`src/rtl/neopixel_receiver.sv`:
```
// NeoPixel (WS2812-style) single-wire receiver: measures high pulses on the
// synchronized line, assembles 24-bit GRB words and reports frame boundaries.
module neopixel_receiver #(
    parameter int NUM_NPX      = 17,
    parameter int BIT_THRESH   = 26,
    parameter int MIN_HIGH     = 8,
    parameter int MAX_HIGH     = 100,
    parameter int LATCH_CYCLES = 1500
) (
    input  logic                           clock,
    input  logic                           reset,
    input  logic                           neopixel_data,
    output logic [23:0]                    pixel_word,
    output logic [$clog2(NUM_NPX)-1:0]     pixel_index,
    output logic                           word_valid,
    output logic                           frame_done,
    output logic [$clog2(NUM_NPX+1)-1:0]   word_count,
    output logic                           frame_error,
    output logic                           busy
);
    localparam int IDX_W = $clog2(NUM_NPX);
    localparam int CNT_W = $clog2(NUM_NPX + 1);

    localparam logic [2:0] ST_SYNC  = 3'd0;
    localparam logic [2:0] ST_IDLE  = 3'd1;
    localparam logic [2:0] ST_HIGH  = 3'd2;
    localparam logic [2:0] ST_LOW   = 3'd3;
    localparam logic [2:0] ST_ERROR = 3'd4;

    localparam logic [11:0]      WIDTH_MAX  = 12'hFFF;
    localparam logic [11:0]      THRESH_W   = 12'(BIT_THRESH);
    localparam logic [11:0]      MIN_HIGH_W = 12'(MIN_HIGH);
    localparam logic [11:0]      MAX_HIGH_W = 12'(MAX_HIGH);
    localparam logic [11:0]      LATCH_W    = 12'(LATCH_CYCLES);
    localparam logic [CNT_W-1:0] NUM_NPX_W  = CNT_W'(NUM_NPX);

    logic [1:0]       sync_reg;
    logic             s_prev_reg;
    logic [11:0]      width_reg, width_next;
    logic [2:0]       state_reg, state_next;
    logic [23:0]      shift_reg, shift_next;
    logic [4:0]       bit_cnt_reg, bit_cnt_next;
    logic [CNT_W-1:0] word_idx_reg, word_idx_next;
    logic             overflow_reg, overflow_next;
    logic [23:0]      pixel_word_reg, pixel_word_next;
    logic [IDX_W-1:0] pixel_index_reg, pixel_index_next;
    logic [CNT_W-1:0] word_count_reg, word_count_next;
    logic             word_valid_reg, word_valid_next;
    logic             frame_done_reg, frame_done_next;
    logic             frame_error_reg, frame_error_next;

    logic        s, rise, fall, level_change, latch_hit, rx_bit;
    logic [23:0] shifted;

    assign s            = sync_reg[1];
    assign rise         = s & ~s_prev_reg;
    assign fall         = ~s & s_prev_reg;
    assign level_change = s ^ s_prev_reg;
    // width_reg counts samples of the previous level, so a latch gap is only
    // recognised while that level was low (also true on the rising-edge cycle).
    assign latch_hit    = ~s_prev_reg & (width_reg >= LATCH_W);
    assign rx_bit       = (width_reg >= THRESH_W);
    assign shifted      = {shift_reg[22:0], rx_bit};

    always_comb begin
        width_next = level_change ? 12'd1 :
                     (width_reg == WIDTH_MAX) ? width_reg : width_reg + 12'd1;
    end

    always_comb begin
        state_next       = state_reg;
        shift_next       = shift_reg;
        bit_cnt_next     = bit_cnt_reg;
        word_idx_next    = word_idx_reg;
        overflow_next    = overflow_reg;
        pixel_word_next  = pixel_word_reg;
        pixel_index_next = pixel_index_reg;
        word_count_next  = word_count_reg;
        word_valid_next  = 1'b0;
        frame_done_next  = 1'b0;
        frame_error_next = 1'b0;

        case (state_reg)
            ST_SYNC, ST_ERROR: begin
                if (latch_hit) state_next = ST_IDLE;
            end
            ST_IDLE: begin
                if (rise) state_next = ST_HIGH;
            end
            ST_HIGH: begin
                if ((width_reg >= MAX_HIGH_W) || (fall && (width_reg < MIN_HIGH_W))) begin
                    frame_error_next = 1'b1;
                    bit_cnt_next     = 5'd0;
                    word_idx_next    = '0;
                    overflow_next    = 1'b0;
                    state_next       = ST_ERROR;
                end else if (fall) begin
                    shift_next = shifted;
                    state_next = ST_LOW;
                    if (bit_cnt_reg == 5'd23) begin
                        bit_cnt_next = 5'd0;
                        if (word_idx_reg < NUM_NPX_W) begin
                            pixel_word_next  = shifted;
                            pixel_index_next = word_idx_reg[IDX_W-1:0];
                            word_valid_next  = 1'b1;
                            word_idx_next    = word_idx_reg + CNT_W'(1);
                        end else begin
                            overflow_next = 1'b1;
                        end
                    end else begin
                        bit_cnt_next = bit_cnt_reg + 5'd1;
                    end
                end
            end
            ST_LOW: begin
                // Latch takes priority over a coincident rising edge.
                if (latch_hit) begin
                    frame_done_next  = 1'b1;
                    word_count_next  = word_idx_reg;
                    frame_error_next = (bit_cnt_reg != 5'd0) | overflow_reg;
                    bit_cnt_next     = 5'd0;
                    word_idx_next    = '0;
                    overflow_next    = 1'b0;
                    state_next       = ST_IDLE;
                end else if (rise) begin
                    state_next = ST_HIGH;
                end
            end
            default: state_next = ST_SYNC;
        endcase
    end

    always_ff @(posedge clock or posedge reset) begin
        if (reset) begin
            sync_reg        <= 2'b00;
            s_prev_reg      <= 1'b0;
            width_reg       <= 12'd0;
            state_reg       <= ST_SYNC;
            shift_reg       <= 24'd0;
            bit_cnt_reg     <= 5'd0;
            word_idx_reg    <= '0;
            overflow_reg    <= 1'b0;
            pixel_word_reg  <= 24'd0;
            pixel_index_reg <= '0;
            word_count_reg  <= '0;
            word_valid_reg  <= 1'b0;
            frame_done_reg  <= 1'b0;
            frame_error_reg <= 1'b0;
        end else begin
            sync_reg        <= {sync_reg[0], neopixel_data};
            s_prev_reg      <= s;
            width_reg       <= width_next;
            state_reg       <= state_next;
            shift_reg       <= shift_next;
            bit_cnt_reg     <= bit_cnt_next;
            word_idx_reg    <= word_idx_next;
            overflow_reg    <= overflow_next;
            pixel_word_reg  <= pixel_word_next;
            pixel_index_reg <= pixel_index_next;
            word_count_reg  <= word_count_next;
            word_valid_reg  <= word_valid_next;
            frame_done_reg  <= frame_done_next;
            frame_error_reg <= frame_error_next;
        end
    end

    assign pixel_word  = pixel_word_reg;
    assign pixel_index = pixel_index_reg;
    assign word_count  = word_count_reg;
    assign word_valid  = word_valid_reg;
    assign frame_done  = frame_done_reg;
    assign frame_error = frame_error_reg;
    assign busy        = (state_reg == ST_HIGH) || (state_reg == ST_LOW);
endmodule

```
`config.mk`:
```
export PLATFORM = sky130hd
export DESIGN_NAME = neopixel_receiver
export DESIGN_NICKNAME = d
export VERILOG_FILES = /design/src/rtl/neopixel_receiver.sv
export SDC_FILE = /design/constraint.sdc
export NUM_CORES = 1
export LEC_CHECK = 0
export CAP_MARGIN = 40
export CORE_MARGIN = 4
export CORE_UTILIZATION = 56
export DETAILED_ROUTE_END_ITERATION = 8
export PLACE_DENSITY = 0.77
export SETUP_SLACK_MARGIN = 0.02
export SLEW_MARGIN = 20
export SYNTH_ARGS = -nofsm -noshare
export SYNTH_HDL_FRONTEND = slang
export SYNTH_SLANG_ARGS = --single-unit
```
`constraint.sdc`:
```
create_clock -name clock -period 3.8 [get_ports clock]
set_input_delay 1.14 -clock clock [delete_from_list [all_inputs] [get_ports clock]]
set_output_delay 1.14 -clock clock [all_outputs]
set_load 0.01 [all_outputs]
```
==> results of run 1 <==
synth_stat cells, drive strengths merged (5+ instances only):
cell type  count  share of area, %
nand3         12               1.5
or4            6               1.1
ha             7               2.2
a21oi         12               1.5
mux2          57                16
nand2         16               1.6
xnor2          6               1.3
nand2b         5              0.78
dfrtp         89                56
buf            7               1.3
o31ai         10               2.2
nor2           6              0.56
and2           6              0.94
clkbuf         9              0.85
o21ai          9               1.1
o211ai         5              0.94
inv           15               1.4
layout make-up:
| class | count | share of cell area [%] |
|---|---|---|
| clock buffers | 11 | 3.051 |
| flip-flops and latches | 89 | 48.06 |
| well taps | 96 | 2.592 |
| repair buffers | 42 | 9.233 |
| clock inverters | 5 | 0.8099 |
| inverters | 15 | 1.242 |
| multi-input cells | 201 | 35.02 |
worst max-delay path, stage by stage (launching register included):
cell and delay (ns):
dfrtp_1 0.42, nand2b_1 0.26, inv_1 0.21, clkdlybuf4s50_1 0.57
per-layer routing:
metal / wire length [um] / part of all wire [%]
met1: 3276 / 45
met2: 3524 / 49
met3: 285 / 4.0
met4: 124 / 1.7
met5: 0 / 0
stage by stage:
stage	cells	utilization [%]	area (sq um)	hold WS [ns]
final	459	67.47	4634	0.3548
after global routing	459	67.47	4634	0.3625
after CTS	459	67.47	4634	0.3590
after detailed placement	443	64.86	4456	0.3403
after global placement	443	64.86	4456	0.3479
after floorplan	321	-	3994	0.3312
power breakdown:
group,internal (uW),switching [uW]
clock network,259,341
logic,20.5,44.4
registers,955,10.2
how the worst max path moves through the flow:
stage                            endpoint  slack, ns
2_1_floorplan  bit_cnt_reg[0]$_DFFE_PP0P_       0.35
3_3_place_gp    pixel_word[8]$_DFFE_PP0P_       0.92
3_5_place_dp   pixel_word[14]$_DFFE_PP0P_       0.85
4_1_cts        pixel_word[14]$_DFFE_PP0P_       0.84
5_1_grt        pixel_word[12]$_DFFE_PP0P_       0.67
6_report                             busy       0.84
cell families after synthesis:
family	Yosys count
xor gates and xnor gates	6
adders and majority gates	7
and+or+nand+nor	77
DFF	89
muxes	58
AOI/OAI and AO/OA	53
buffers and inverters	31
layout by cell type (no fill, tap or decap), types with 7 or more instances in the layout:
cell type,Yosys,layout
o21ai_0,9,9
dfrtp_1,89,89
ha_1,7,7
mux2_2,28,28
o31ai_1,9,9
clkbuf_8,0,10
mux2_1,29,29
inv_1,15,14
nand3_1,12,12
clkdlybuf4s50_1,0,40
nand2_1,15,15
a21oi_1,12,12
==> reports/results.tsv, run 1 <==
metric	value	unit
grt_max_degree	54	
nNetsFinal	368	
cts_resized	0	
hold_path_depth	0	
setup_viol	0	
fin_crit_sh	77.79	%
synth-edff-count	0	
postSynthNetCount	331	
r2r_slack	0.85	ns
drtIter0Drc	103	
tns	0	ns
p_per_area	351.8	nW/um^2
fp.dieH	92.45	um
cts.sinks	89	
numPortBuffers	40	
fmax	338.3	MHz
antenna_found_initial	0	
fillers	513	
report.final.hold_viol_count	0	
seq_area	2227	sq um
grt_overflow	0	
finalMaxSlewViolations	0	
drc_errors	0	
postCtsSetupRepairBufs	0	
via_per_inst	5.641	
initial_core_util	58.14	%
hold_start	sync_reg[0]$_DFF_PP0_	
cts-buffers-inserted	9	
std_cell_rows	30	
tritoncts	done	
p_leak	0.002167	uW
place_ws	0.8507	ns
cts_max_level	3	
slew_headroom	43.30	%
synthMuxAreaShare	16.32	%
met3_usage	4.062	%
io-pin-count	41	
yosys_warnings	0	
syn-instance-count	321	
antenna_cells	0	
synth_xor_area_share	1.316	%
cp.required	2.66	ns
end_kind	output port	
drv_cap	0	
synth_compound_area_share	9.336	%
routedWlPerCell	15.71	um
setup_ws	0.8440	ns
tightest_slew	0.8435	ns
fin_worst_skew	0.007763	ns
cts.clk_slew.worst_paths	0.08	ns
die-width	92.45	um
r2r_end	pixel_word[20]$_DFFE_PP0P_	
period_minus_slack	2.956	ns
ir_worst_vdd	167.0	uV
synth_ff_type	dfrtp_1	
seq_area_frac_synth	55.76	%
r2r-start	width_reg[8]$_DFFE_PP0P_	
holdBufCountCts	0	
first_global_vias	2586	
wl	7211	um
total_power	1630	uW
dr.pass1.iters	5	
fp.coreArea	6869	sq um
avgSynthCellArea	12.44	sq um
syn-cell-area	3994	sq um
worstPathArrival	1.82	ns
cts-root-buf	clkbuf_8	
whs_endpoint	sync_reg[1]$_DFF_PP0_	
synth_top_family_by_area	multiplexers	
drive_above_1_share	14.88	%
async_flop_share	100.0	%
synthDistinctLibCells	50	
path_class	reg -> out	
grt_use_total	18.23	%
critPathMaxFanout	5	
cts_buffer_depth	2	
synth-simple-area-share	11.47	%
r2r_cells	5	
multi_input_area	1623	sq um
synth_seq_cells	89	
hpwl	4837	um
largest_reg_flops	24	
use_met1	23.37	%
rsz0062_at_grt	false	
critPathLaunch	state_reg[2]$_DFFE_PP0P_	
area_growth	16.04	%
synthAdderAreaFrac	2.193	%
gr-max-usage-layer	met2	
vias	2589	
gp_congestion	0.8516	
grt_use_met2	29.67	%
grt_pass1_wl	12320	um
status	finished clean	
clk_latency	0.36	ns
crit_path_start_kind	flip-flop	
hold_class	reg -> reg	
antenna_left	0	
dieArea	8547	sq um
Note: power is estimated with default switching activity, not from simulation.
==> run 2: changes to the inputs <==
==> constraint.sdc (replaced) <==
create_clock -name clock -period 2.9 [get_ports clock]
set_input_delay 0.87 -clock clock [delete_from_list [all_inputs] [get_ports clock]]
set_output_delay 0.87 -clock clock [all_outputs]
set_load 0.01 [all_outputs]
==> run 2 against run 1 <==
  * Die area stayed put
  * Setup slack got worse by 0.61 ns
  * Combinational power increased by 31%
  * Critical path depth stayed put
  * First-iteration DRC count is 19% higher
  * Sequential power rose by 31%
  * Sequential cell count unchanged
  * Clock skew rose by 0.0010 ns
  * Count of clock-buffer cells in the layout unchanged
  * Critical endpoint unchanged
  * Largest cell class unchanged
  * Largest power group unchanged
  * Highest routed layer unchanged
==> reports/results.tsv, run 2 (synthesized netlist as in run 1, its figures left out) <==
metric	value	unit
status	finished clean	
dieArea	8547	sq um
fin_crit_sh	91.77	%
end_kind	output port	
routedWlPerCell	14.98	um
met3_usage	4.874	%
postCtsSetupRepairBufs	0	
grt_max_degree	90	
initial_core_util	58.14	%
total_power	2150	uW
ir_worst_vdd	233.5	uV
setup_viol	0	
tns	0	ns
drc_errors	0	
utilization	69.11	%
multi_input_area	1623	sq um
gp_congestion	0.8939	
cpPeakStageDelay	0.57	ns
cts.sinks	89	
drive_above_1_share	17.43	%
gr-max-usage-layer	met2	
layout_commonest_cell	dfrtp_1	
io-pin-count	41	
tightest_slew	0.8714	ns
drtIter0Drc	123	
clk_latency	0.36	ns
holdBufCountCts	0	
path_cells	nand2b_1, inv_1, clkdlybuf4s50_1	
fillers	513	
area_growth	18.86	%
drv_cap	0	
die-width	92.45	um
finalMaxSlewViolations	0	
mostFrequentLayoutCells	dfrtp_1, clkdlybuf4s50_1, mux2_1, mux2_2, nand2_1	
grt_pass1_wl	12250	um
place_ws	0.3090	ns
rsz0062_at_grt	false	
antenna_left	0	
nNetsFinal	378	
via_per_inst	5.676	
path_delay_family	buffers and inverters	
fmax	375.8	MHz
dr.pass1.iters	4	
wl	7024	um
vias	2662	
grt_use_met2	28.64	%
fp.dieH	92.45	um
cts_buffer_depth	2	
cp.required	2.03	ns
worstPathArrival	1.79	ns
path_class	reg -> out	
report.final.hold_viol_count	0	
cts_resized	0	
antenna_found_initial	0	
numPortBuffers	40	
tritoncts	done	
antenna_cells	0	
std_cell_rows	30	
period_minus_slack	2.661	ns
cts.clk_slew.worst_paths	0.08	ns
p_leak	0.002229	uW
slew_headroom	41.42	%
cp_slowest_cell	clkdlybuf4s50_1	
hpwl	4857	um
first_global_vias	2618	
hold_class	reg -> reg	
grt_overflow	0	
cts-root-buf	clkbuf_8	
setup_ws	0.2387	ns
use_met1	23.39	%
grt_use_total	18.13	%
seq_area	2227	sq um
fp.coreArea	6869	sq um
critPathMaxFanout	5	
crit_path_start_kind	flip-flop	
fin_worst_skew	0.008770	ns
cts-buffers-inserted	9	
cts_max_level	3	
cp.buffers_inverters	2	
largest_reg_flops	24	
p_per_area	453.0	nW/um^2
[run 2: changes by cell type in the layout (fill, tap and decap cells not counted), sizes merged]
cell      previous run  this run
inv                 16        15
buf                  2        12
clkinvlp             2         3
[run 2: path summary, 6_finish.rpt]
kind | cells after the start | end | from | slack, ns
max in group asynchronous | 3 | pixel_word[21]$_DFFE_PP0P_ | reset | 1.57
worst max-delay path | 3 | busy | state_reg[2]$_DFFE_PP0P_ | 0.24
min in group asynchronous | 3 | pixel_word[15]$_DFFE_PP0P_ | reset | 0.98
worst min register to register | 0 | sync_reg[1]$_DFF_PP0_ | sync_reg[0]$_DFF_PP0_ | 0.36
worst max register to register | 8 | pixel_word[19]$_DFFE_PP0P_ | sync_reg[1]$_DFF_PP0_ | 0.31
worst min-delay path | 0 | sync_reg[1]$_DFF_PP0_ | sync_reg[0]$_DFF_PP0_ | 0.36
[run 2: through the flow]
step                std cells  instance area (sq um)  hold WS, ns
floorplan                 321                   3998       0.3312
global placement          453                   4558       0.3330
detailed placement        453                   4558       0.3459
CTS                       469                   4747       0.3609
global route              469                   4747       0.3872
finish                    469                   4747       0.3583
[run 2: where the power goes]
part | total [uW] | internal (uW) | switching (uW)
Clock | 800 | 361 | 439
Sequential | 1260 | 1250 | 13.8
Combinational | 85.4 | 28.1 | 57.3
Total | 2150 | 1640 | 510
[run 2: area by class of cell]
cell class / count / area share, %
sequential: 89 / 46.92
multi-input combinational: 201 / 34.19
timing repair buffer: 52 / 11.12
clock buffer: 11 / 3.189
tap: 96 / 2.530
inverter: 15 / 1.265
clock inverter: 5 / 0.7907
[run 2: layer usage]
metal,vias up,part of all wire [%]
met1,1312,46
met5,-,0
met4,0,1.6
met2,71,48
li1,1267,-
met3,12,4.7
==> run 3: changes to the inputs <==
--- a/config.mk
+++ b/config.mk
@@ -6,9 +6,11 @@
 export NUM_CORES = 1
 export LEC_CHECK = 0
 export CAP_MARGIN = 40
+export CORE_ASPECT_RATIO = 1.75
 export CORE_MARGIN = 4
 export CORE_UTILIZATION = 56
 export DETAILED_ROUTE_END_ITERATION = 8
+export HOLD_SLACK_MARGIN = 0.02
 export PLACE_DENSITY = 0.77
 export SETUP_SLACK_MARGIN = 0.02
 export SLEW_MARGIN = 20
==> run 3 against run 2 <==
  * Clock skew fell by 0.0043 ns
  * Power increased by 21%
  * Final cell count fell by 2.6%
  * Design area is 2.4% higher
  * Critical path depth is the same
  * Critical path type unchanged
  * Largest cell class unchanged
  * Largest power group unchanged
==> reports/results.tsv, run 3 (synthesized netlist as in run 1, its figures left out) <==
metric	value	unit
status	finished clean	
whs	0.3486	ns
first_global_vias	2802	
tns	0	ns
dr.pass1.iters	4	
drtIter0Drc	161	
fin_crit_sh	91.03	%
std_cell_rows	40	
drc_errors	0	
tritoncts	done	
die-width	71.84	um
antenna_left	0	
cts_buffer_depth	2	
worstPathArrival	1.77	ns
cp.required	2.03	ns
initial_core_util	57.83	%
p_leak	0.002293	uW
layout_commonest_cell	dfrtp_1	
dieArea	8600	sq um
drive_above_1_share	17.43	%
antenna_cells	0	
critPathMaxFanout	5	
final_cells	457	
routedWlPerCell	17.07	um
nNetsFinal	378	
finalMaxSlewViolations	0	
antenna_found_initial	0	
slew_headroom	51.63	%
report.final.hold_viol_count	0	
setup_viol	0	
drv_cap	0	
period_minus_slack	2.640	ns
mostFrequentLayoutCells	dfrtp_1, clkdlybuf4s50_1, mux2_1, mux2_2, nand2_1	
setup_ws	0.2601	ns
placed_cells	440	
hold_class	reg -> reg	
postCtsSetupRepairBufs	0	
clk_latency	0.34	ns
grt_pass1_wl	13740	um
cts_max_level	3	
path_class	reg -> out	
end_kind	output port	
largest_reg_flops	24	
r2r_slack	0.28	ns
fillers	535	
hpwl	5447	um
fmax	378.8	MHz
wl	7803	um
area_growth	21.71	%
fp.coreArea	6907	sq um
grt_use_total	20.63	%
via_per_inst	5.871	
rsz0062_at_grt	false	
grt_overflow	0	
ir_worst_vdd	358.3	uV
place_ws	0.1077	ns
fin_worst_skew	0.004490	ns
vias	2683	
io-pin-count	41	
grt_max_degree	31	
crit_path_start_kind	flip-flop	
cts.sinks	89	
cts-buffers-inserted	9	
gp_congestion	0.8479	
fp.dieH	119.7	um
numPortBuffers	40	
cts-root-buf	clkbuf_16	
cts.clk_slew.worst_paths	0.06	ns
p_per_area	536.7	nW/um^2
tightest_slew	0.7211	ns
## run 3: cell types whose count changed in the layout (fill, tap and decap cells not counted), sizes merged
cell | before | now
clkinvlp | 3 | 2
bufinv | 0 | 2
buf | 12 | 11
## run 3: worst max-delay path, stage by stage, from the launching register on
cell and delay [ns]:
dfrtp_1 0.41, nand2b_1 0.26, inv_1 0.20, clkdlybuf4s50_1 0.57
## run 3: cell type report
| type | instances | area [sq um] | share of cell area (%) |
|---|---|---|---|
| Timing Repair Buffer | 52 | 515.5 | 10.60 |
| Clock buffer | 10 | 239.0 | 4.916 |
| Sequential cell | 89 | 2227 | 45.82 |
| Inverter | 15 | 60.06 | 1.236 |
| Clock inverter | 6 | 90.09 | 1.853 |
| Multi-Input combinational cell | 201 | 1624 | 33.41 |
| Tap cell | 84 | 105.1 | 2.162 |
## run 3: power breakdown
group | switching (uW) | leakage (uW) | internal, uW
sequential | 15.4 | 0.00123 | 1250
combinational | 60.0 | 0.000902 | 30.9
clock | 469 | 0.000159 | 780
total | 545 | 0.00229 | 2060
## run 3: timing repair
action | CTS | global route
endpoints found under the hold margin | 0 | 0
hold buffers | 0 | 0
setup endpoints to repair | 0 | 23
resized for setup | 0 | 1
## run 3: final timing paths
path                                           from                         end  depth (start not counted)
setup / recovery           state_reg[2]$_DFFE_PP0P_                        busy                          3
hold / removal                sync_reg[0]$_DFF_PP0_       sync_reg[1]$_DFF_PP0_                          0
setup reg to reg           width_reg[8]$_DFFE_PP0P_  bit_cnt_reg[0]$_DFFE_PP0P_                          6
hold reg to reg               sync_reg[0]$_DFF_PP0_       sync_reg[1]$_DFF_PP0_                          0
max in group asynchronous                     reset  pixel_word[10]$_DFFE_PP0P_                          3
min in group asynchronous                     reset        frame_done$_DFF_PP0_                          2
## run 3: per-layer routing
| metal | up-vias | track usage, % | share of wire, % |
|---|---|---|---|
| met5 | - | 0 | 0 |
| met4 | 0 | 9.412 | 2.9 |
| met3 | 20 | 4.862 | 3.1 |
| met2 | 53 | 35.20 | 54 |
| met1 | 1350 | 24.11 | 40 |
| li1 | 1260 | - | - |
## run 3: stage by stage
step / instance area (sq um) / total power, uW / utilization, %
3_5_place_dp: 4523 / 1381 / 65.49
3_3_place_gp: 4523 / 1378 / 65.49
6_report: 4861 / 2609 / 70.38
2_1_floorplan: 3998 / 1350 / -
4_1_cts: 4852 / 2634 / 70.25
5_1_grt: 4861 / 2710 / 70.38
